`config.mk`:
```
export PLATFORM = sky130hd
export DESIGN_NAME = alu_ctrl
export DESIGN_NICKNAME = d
export VERILOG_FILES = /design/src/rtl/alu_ctrl.sv
export SDC_FILE = /design/constraint.sdc
export NUM_CORES = 1
export LEC_CHECK = 0
export ABC_AREA = 1
export BUFFER_PORTS_ARGS = -buffer_cell sky130_fd_sc_hd__buf_2
export CORE_MARGIN = 10
export CORE_UTILIZATION = 40
export CTS_BUF_LIST = sky130_fd_sc_hd__clkbuf_16
export DETAILED_ROUTE_END_ITERATION = 8
export HOLD_SLACK_MARGIN = 0.05
export PLACE_DENSITY_LB_ADDON = 0.2
export SLEW_MARGIN = 5
export SYNTH_ARGS = -nofsm -noshare
export SYNTH_HDL_FRONTEND = slang
export SYNTH_SLANG_ARGS = --single-unit
```
`constraint.sdc`:
```
create_clock -name clk -period 3.95 [get_ports clk]
set_input_delay 0.1975 -clock clk [delete_from_list [all_inputs] [get_ports clk]]
set_output_delay 0.1975 -clock clk [all_outputs]
set_load 0.02 [all_outputs]
```
`src/rtl/alu_ctrl.sv`:
```
// Accumulator command sequencer driving an external combinational 8-bit ALU; MUL is shift-add over repeated ADDs.
// Latency: ALU/CLR/illegal response 1 cycle after accept, MUL response 9 cycles after accept.
// Backpressure: one command outstanding; cmd_ready low until the response transfers, rsp_* held while stalled.
module alu_ctrl #(
    parameter int MUL_STEPS = 8
) (
    input  logic       clk,
    input  logic       rst,
    input  logic       cmd_valid,
    output logic       cmd_ready,
    input  logic [3:0] cmd_op,
    input  logic [7:0] cmd_data,
    output logic       rsp_valid,
    input  logic       rsp_ready,
    output logic [7:0] rsp_data,
    output logic       rsp_carry,
    output logic       rsp_err,
    output logic [7:0] acc,
    output logic [7:0] alu_x,
    output logic [7:0] alu_y,
    output logic [3:0] alu_op,
    input  logic [7:0] alu_out,
    input  logic       alu_carry
);

    typedef enum logic [1:0] {
        S_IDLE,
        S_MUL,
        S_RESP
    } state_t;

    localparam logic [3:0] OP_ADD  = 4'h4;
    localparam logic [3:0] OP_MUL  = 4'h8;
    localparam logic [3:0] OP_CLR  = 4'h9;
    localparam logic [3:0] OP_SHL  = 4'hF;
    localparam logic [2:0] CNT_LAST = 3'(MUL_STEPS - 1);

    state_t     state, state_nxt;
    logic [7:0] hi, lo, mc;
    logic [2:0] cnt;
    logic [8:0] sum;
    logic [7:0] hi_nxt, lo_nxt;
    logic       accept;
    logic       is_alu_op;

    assign accept    = (state == S_IDLE) && cmd_valid;
    assign is_alu_op = (cmd_op <= 4'h7) || (cmd_op == OP_SHL);

    // One shift-add step: the ALU forms hi+mc, used only when the current multiplier bit is set.
    always_comb begin
        sum    = lo[0] ? {alu_carry, alu_out} : {1'b0, hi};
        hi_nxt = sum[8:1];
        lo_nxt = {sum[0], lo[7:1]};
    end

    always_comb begin
        state_nxt = state;
        cmd_ready = 1'b0;
        rsp_valid = 1'b0;
        alu_x     = acc;
        alu_y     = 8'h00;
        alu_op    = 4'h0;
        case (state)
            S_IDLE: begin
                cmd_ready = 1'b1;
                alu_y     = cmd_data;
                alu_op    = cmd_op;
                if (cmd_valid) begin
                    state_nxt = (cmd_op == OP_MUL) ? S_MUL : S_RESP;
                end
            end
            S_MUL: begin
                alu_x  = hi;
                alu_y  = mc;
                alu_op = OP_ADD;
                if (cnt == CNT_LAST) begin
                    state_nxt = S_RESP;
                end
            end
            S_RESP: begin
                rsp_valid = 1'b1;
                if (rsp_ready) begin
                    state_nxt = S_IDLE;
                end
            end
            default: state_nxt = S_IDLE;
        endcase
    end

    always_ff @(posedge clk or posedge rst) begin
        if (rst) begin
            state <= S_IDLE;
        end else begin
            state <= state_nxt;
        end
    end

    always_ff @(posedge clk or posedge rst) begin
        if (rst) begin
            acc       <= 8'h00;
            rsp_data  <= 8'h00;
            rsp_carry <= 1'b0;
            rsp_err   <= 1'b0;
            hi        <= 8'h00;
            lo        <= 8'h00;
            mc        <= 8'h00;
            cnt       <= 3'd0;
        end else if (accept) begin
            if (is_alu_op) begin
                acc       <= alu_out;
                rsp_data  <= alu_out;
                rsp_carry <= alu_carry;
                rsp_err   <= 1'b0;
            end else if (cmd_op == OP_MUL) begin
                lo  <= acc;
                hi  <= 8'h00;
                mc  <= cmd_data;
                cnt <= 3'd0;
            end else if (cmd_op == OP_CLR) begin
                acc       <= 8'h00;
                rsp_data  <= 8'h00;
                rsp_carry <= 1'b0;
                rsp_err   <= 1'b0;
            end else begin
                rsp_data  <= acc;
                rsp_carry <= 1'b0;
                rsp_err   <= 1'b1;
            end
        end else if (state == S_MUL) begin
            hi  <= hi_nxt;
            lo  <= lo_nxt;
            cnt <= cnt + 3'd1;
            // Final step: low byte becomes the result, any high byte flags overflow.
            if (cnt == CNT_LAST) begin
                acc       <= lo_nxt;
                rsp_data  <= lo_nxt;
                rsp_carry <= (hi_nxt != 8'h00);
                rsp_err   <= 1'b0;
            end
        end
    end

endmodule

```
==> results of run 1 <==
-- power groups by stage --
stage / clock, mW / combinational [mW] / sequential, mW
floorplan: 0 / 0.676 / 0.711
detailed placement: 0 / 0.963 / 0.690
CTS: 0.459 / 0.968 / 0.683
finish: 0.451 / 0.953 / 0.681
global route: 0.477 / 1.08 / 0.705
global placement: 0 / 0.953 / 0.684
-- worst min-delay path, cell delays in order --
cell and delay (ns):
buf_2 0.09, inv_1 0.04, buf_4 0.42
-- state kept, by name (all words and copies together) (netlist names) --
register / flops
lo: 8
state: 2
cnt: 3
acc: 8
rsp_carry: 1
hi: 8
mc: 8
rsp_err: 1
-- worst min path at each step --
| stage | start | to | slack [ns] |
|---|---|---|---|
| detailed placement | rst | hi[6] | 0.36 |
| global route | rst | hi[6] | 0.10 |
| global placement | rst | acc[6] | 0.35 |
| floorplan | cmd_data[0] | mc[0] | 0.35 |
| finish | rst | acc[6] | 0.03 |
| CTS | rst | lo[6] | 0.06 |
-- kinds of logic after synthesis --
logic type | count (synthesis) | synth area share, %
buffers and inverters | 65 | 13.8
flip-flops | 39 | 44.1
adder cells (fa/ha/maj) | 2 | 1.13
AO/OA/AOI/OAI | 59 | 14.0
AND/OR/NAND/NOR | 146 | 26.9
-- layout by cell type (no fill, tap or decap), drive strengths merged --
cell / Yosys / routed
nand2: 123 / 123
clkbuf: 3 / 5
o22ai: 11 / 11
nand3: 6 / 6
a21oi: 2 / 2
dfrtp: 39 / 39
ha: 2 / 2
o21ai: 46 / 46
bufinv: 0 / 1
clkinv: 0 / 2
inv: 46 / 46
buf: 16 / 65
nor2: 17 / 17
-- area by class of cell --
type	count	area (um2)
Clock inverter	3	38.8
Clock buffer	5	125
Inverter	46	173
Fill cell	565	2780
Multi-Input combinational cell	207	930
Tap cell	72	90.1
Sequential cell	39	976
Timing Repair Buffer	65	328
-- routing by layer --
layer / share of wire, % / global-route usage (%) / routed length (um)
met1: 43 / 14.9 / 2500
met2: 51 / 23.1 / 2930
met3: 5.2 / 3.57 / 303
met4: 0.68 / 3.42 / 39
met5: 0 / 0 / 0
-- stage by stage --
| stage | util, % | std cells | power (mW) | setup WS, ns |
|---|---|---|---|---|
| floorplan | - | 311 | 1.39 | 2.33 |
| global placement | 45.9 | 429 | 1.64 | 1.85 |
| detailed placement | 45.9 | 429 | 1.65 | 1.78 |
| CTS | 48.9 | 437 | 2.11 | 1.48 |
| global route | 48.9 | 437 | 2.26 | 1.23 |
| finish | 48.9 | 437 | 2.09 | 1.49 |
==> metrics.md, run 1 <==
| Metric | Value |
|---|---|
| Power share of the sequential group | `32.7%` |
| CP bufs+invs | `3` |
| Core ar. | `5440 um2` |
| Layout cells sized above 1 | `21.6%` |
| CTS Buf Count | `5` |
| CTS clk-pin slew, worst paths | `0.06 ns` |
| Die height | `94.3 um` |
| Die area | `8900 um2` |
| Post-synthesis sequential area ratio | `44.1%` |
| Worst vdd ir | `0.338 mV` |
| Critical-path top delay cell | `nand2_1` |
| Number of synthesized flops with an enable pin | `0` |
| Leak | `1.53 nW` |
| Data arrival, critical path | `2.27 ns` |
| Iteration count of the initial detailed-routing pass | `5` |
| Post-DP HPWL | `4300 um` |
| Post-Layout Inst Area | `2660 um2` |
| PD cells | `784 nW/um2` |
| Slew HR | `37.0%` |
| CP required | `3.75 ns` |
| Layout Nets | `391` |
| Internal | `1.16 mW` |
| Commonest cells in the netlist | `nand2_1 (119), inv_1 (45), o21ai_0 (45), dfrtp_1 (39), nor2_1 (15)` |
| Fin. max-slew vios | `0` |
| CP peak stage delay | `0.69 ns` |
| Hold Slack | `0.0290 ns` |
| Top-level I/O count | `65` |
| Vias in the first global route | `2126` |
| Clock share of power | `21.6%` |
| Die W | `94.3 um` |
| Synthesized net count | `338` |
| Synth top area share | `44.1%` |
| RSZ-0062 raised after global routing | `false` |
| WS Path Type | `flop to output port` |
| CTS resizes | `0` |
| Post-synth top flop | `dfrtp_1` |
| Final Skew | `0.00260 ns` |
| Min-delay worst type | `input port to asynchronous set/reset pin` |
| Root Driver | `clkbuf_16` |
| N_diodes | `0` |
| Post-CTS Setup Bufs | `0` |
| R2r endpoint | `acc[0]` |
| Syn avg cell area | `7.11 um2` |
| Worst Setup SP | `state[1]` |
| Cell taking the most area after synthesis | `dfrtp_1` |
| FFs w/ async S/R, synth | `100%` |
| Crit-path max FO | `31` |
| Worst R2R Start | `state[1]` |
| CP cell instances | `inv_1, nand2_1, inv_1, nand2_1, o21ai_0, buf_2` |
| Synth Instances | `311` |
| Max_cap viols | `0` |
| Via count | `2081` |
| Htree depth | `2` |
| IO buf count | `64` |
| Synth top area cells | `dfrtp_1 (44%), nand2_1 (20%), o21ai_0 (10%)` |
| GRT Total Usage | `13.0%` |
| Setup crit start kind | `flop` |
| Critical Path Stages | `6` |
| Initial antenna violation count | `0` |
| Placer Congestion | `0.812` |
| Cell family with most CP delay | `simple AND/OR/NAND/NOR gates` |
| Mapped Area | `2210 um2` |
| Setup tns final | `0 ns` |
| Logic pwr share | `45.7%` |
| Clock Path Buffers | `2` |
| Post-layout min period | `2.46 ns` |
| Flops & latches, synth | `39` |
| GR Overflow Total | `0` |
| Worst Max-Slew Pin Slew | `0.943 ns` |
| DRC Markers | `0` |
| Initial Utilization | `40.6%` |
| Overall routed net length | `5770 um` |
| Cts hold-fix bufs | `0` |
| Most common cell in the netlist | `nand2_1` |
| DP Area | `2500 um2` |
| Largest net degree at the start of global routing | `40` |
| Tcrit/Tclk final | `62.4%` |
| DRT iter0 DRCs | `95` |
| Num rows | `27` |
| Crit. End Element | `output port` |
| Switching Share | `44.2%` |
| FMAX | `406 MHz` |
| Final Hold Viols | `0` |
| Worst r2r path cells | `7` |
| CTS tree | `done` |
| Clock Latency Late Sink | `0.28 ns` |
| Status | `finished clean` |
| P_sw | `922 uW` |
| Vias per cell | `4.76` |
| Crit path capture | `alu_y[4]` |
| Synth unique cells | `18` |
| Syn-to-layout area delta | `20.3%` |
| R2r setup slk | `1.81 ns` |
| Post-DRT Antenna Nets | `0` |
| YS warnings | `0` |
| First-pass GRT wire length | `9530 um` |
| Final setup fails | `0` |
| WL/cell | `13.2 um` |
| Clk sinks | `39` |
No activity file was read; power rests on OpenSTA's default activity.
==> inputs of run 2 (changes only) <==
==> constraint.sdc (replaced) <==
create_clock -name clk -period 2.43 [get_ports clk]
set_input_delay 0.1215 -clock clk [delete_from_list [all_inputs] [get_ports clk]]
set_output_delay 0.1215 -clock clk [all_outputs]
set_load 0.02 [all_outputs]
==> run 2 against run 1 <==
  * Combinational power grew 63%
  * Clock skew grew 0.0045 ns
  * Design area grew 0.94%
  * Utilization grew 0.46 points
  * Cell count grew 0.69%
  * Setup slack lost 0.92 ns
  * Non-clock buffer count grew 3
  * Clock power grew 63%
  * Hold slack gained 0.079 ns
  * Critical endpoint is now alu_x[5]
  * Highest routed layer unchanged
==> metrics.md, run 2 (synthesized netlist as in run 1, its figures left out) <==
| Metric | Value |
|---|---|
| Status | `finished clean` |
| IO buf count | `64` |
| Logic pwr share | `45.7%` |
| CTS tree | `done` |
| Leak | `1.54 nW` |
| Syn-to-layout area delta | `21.4%` |
| RSZ-0062 raised after global routing | `false` |
| First-pass GRT wire length | `9400 um` |
| Overall routed net length | `5750 um` |
| Vias per cell | `4.65` |
| Placed cell count | `431` |
| Data arrival, critical path | `1.74 ns` |
| Min-delay worst type | `input port to flop` |
| Post-DP HPWL | `4270 um` |
| CTS clk-pin slew, worst paths | `0.06 ns` |
| Final setup fails | `0` |
| Internal | `1.90 mW` |
| Post-layout util | `49.4%` |
| CP required | `2.31 ns` |
| Core ar. | `5440 um2` |
| Post-layout min period | `1.86 ns` |
| Root Driver | `clkbuf_16` |
| Layout Nets | `394` |
| Crit-path max FO | `22` |
| Slew HR | `66.7%` |
| WS Path Type | `flop to output port` |
| CP peak stage delay | `0.42 ns` |
| Die W | `94.3 um` |
| DRC Markers | `0` |
| Setup crit start kind | `flop` |
| Fin cells | `440` |
| PD cells | `1270 nW/um2` |
| Multi-input gate area | `930 um2` |
| FMAX | `537 MHz` |
| Worst vdd ir | `0.531 mV` |
| Iteration count of the initial detailed-routing pass | `4` |
| P_sw | `1.50 mW` |
| DRT iter0 DRCs | `115` |
| Final Skew | `0.00711 ns` |
| Die height | `94.3 um` |
| Fill cell count | `549` |
| Via count | `2044` |
| Post-DRT Antenna Nets | `0` |
| Crit. End Element | `output port` |
| Clock share of power | `21.5%` |
| Largest net degree at the start of global routing | `40` |
| Initial antenna violation count | `0` |
| Initial Utilization | `40.6%` |
| CP cell instances | `inv_1, nand2_1, buf_4, nand2_1, o21ai_0, buf_2` |
| Clock Path Buffers | `2` |
| Crit path top cell by count | `nand2_1` |
| Power share of the sequential group | `32.8%` |
| Highest-count cells in the layout ignoring fill and taps | `nand2_1 (119), buf_2 (64), inv_1 (45), o21ai_0 (45), dfrtp_1 (39)` |
| Htree depth | `2` |
| Cell family with most CP delay | `buffers and inverters` |
| Clock Latency Late Sink | `0.28 ns` |
| FF+latch area | `976 um2` |
| Num rows | `27` |
| Vias in the first global route | `1971` |
| Fin. max-slew vios | `0` |
| Clk sinks | `39` |
| Placer Congestion | `0.801` |
| Setup tns final | `0 ns` |
| CP bufs+invs | `3` |
| Die area | `8900 um2` |
| Top-level I/O count | `65` |
| Max_cap viols | `0` |
| Final Hold Viols | `0` |
| Worst Max-Slew Pin Slew | `0.499 ns` |
| GR Overflow Total | `0` |
| Switching Share | `44.2%` |
| Commonest non-fill, non-tap cell in the layout | `nand2_1` |
| CTS Buf Count | `5` |
| N_diodes | `0` |
| Tcrit/Tclk final | `76.6%` |
| Layout cells sized above 1 | `22.0%` |
| GRT Total Usage | `13.1%` |
| CTS resizes | `0` |
| Critical-path top delay cell | `dfrtp_1` |
| WL/cell | `13.1 um` |
## run 2: changes by cell type in the layout (fill, tap and decap cells not counted)
| cell | delta |
|---|---|
| buf_4 | +2 |
| dlygate4sd3_1 | +1 |
## run 2: area by class of cell
| type | count | share of cell area (%) |
|---|---|---|
| clock buffer | 5 | 4.66 |
| inverter | 46 | 6.43 |
| timing repair buffer | 68 | 13.1 |
| multi-input combinational | 207 | 34.6 |
| clock inverter | 3 | 1.44 |
| sequential | 39 | 36.3 |
| tap | 72 | 3.36 |
## run 2: final timing paths
check	startpoint	to	slack [ns]	depth (start not counted)
min in group asynchronous	rst	acc[7]	0.51	4
min reg2reg	lo[6]	lo[6]	0.47	2
max reg2reg	state[0]	cnt[0]	0.79	8
min	cmd_data[1]	mc[1]	0.11	3
max	state[1]	alu_x[5]	0.57	6
max in group asynchronous	rst	state[0]	1.58	4
## run 2: worst reg2reg max path, stage by stage, from the launching register on
cell and delay (ns):
dfrtp_1 0.44, nor2_4 0.20, nand2_4 0.11, nor2_4 0.15, nand2_4 0.13, nand2_4 0.23, inv_1 0.13, nand2_1 0.07
o21ai_0 0.07
## run 2: per-layer routing
metal | global-route usage, % | up-vias | part of all wire, %
met1 | 16.2 | 922 | 45
met5 | 0 | - | 0
met4 | 4.30 | 0 | 1.2
met2 | 21.3 | 49 | 47
met3 | 4.04 | 6 | 6.7
li1 | - | 1067 | -
## run 2: timing repair
item	in CTS	in global routing
buffers inserted	0	0
hold buffers	1	0
endpoints found under the hold margin	39	0
## run 2: through the flow
step,setup WS [ns],area (um2),power (mW),hold slack [ns]
floorplan,0.882,2210,2.26,0.278
global placement,0.829,2510,2.69,0.273
detailed placement,0.772,2510,2.69,0.275
CTS,0.553,2690,3.44,0.103
global route,0.404,2690,3.68,0.130
finish,0.567,2690,3.40,0.108
## run 2: power groups by stage
stage / sequential (mW) / combinational [mW] / clock [mW]
final: 1.12 / 1.55 / 0.733
after global routing: 1.16 / 1.75 / 0.771
after CTS: 1.12 / 1.58 / 0.750
after detailed placement: 1.12 / 1.57 / 0
after global placement: 1.12 / 1.57 / 0
after floorplan: 1.16 / 1.10 / 0
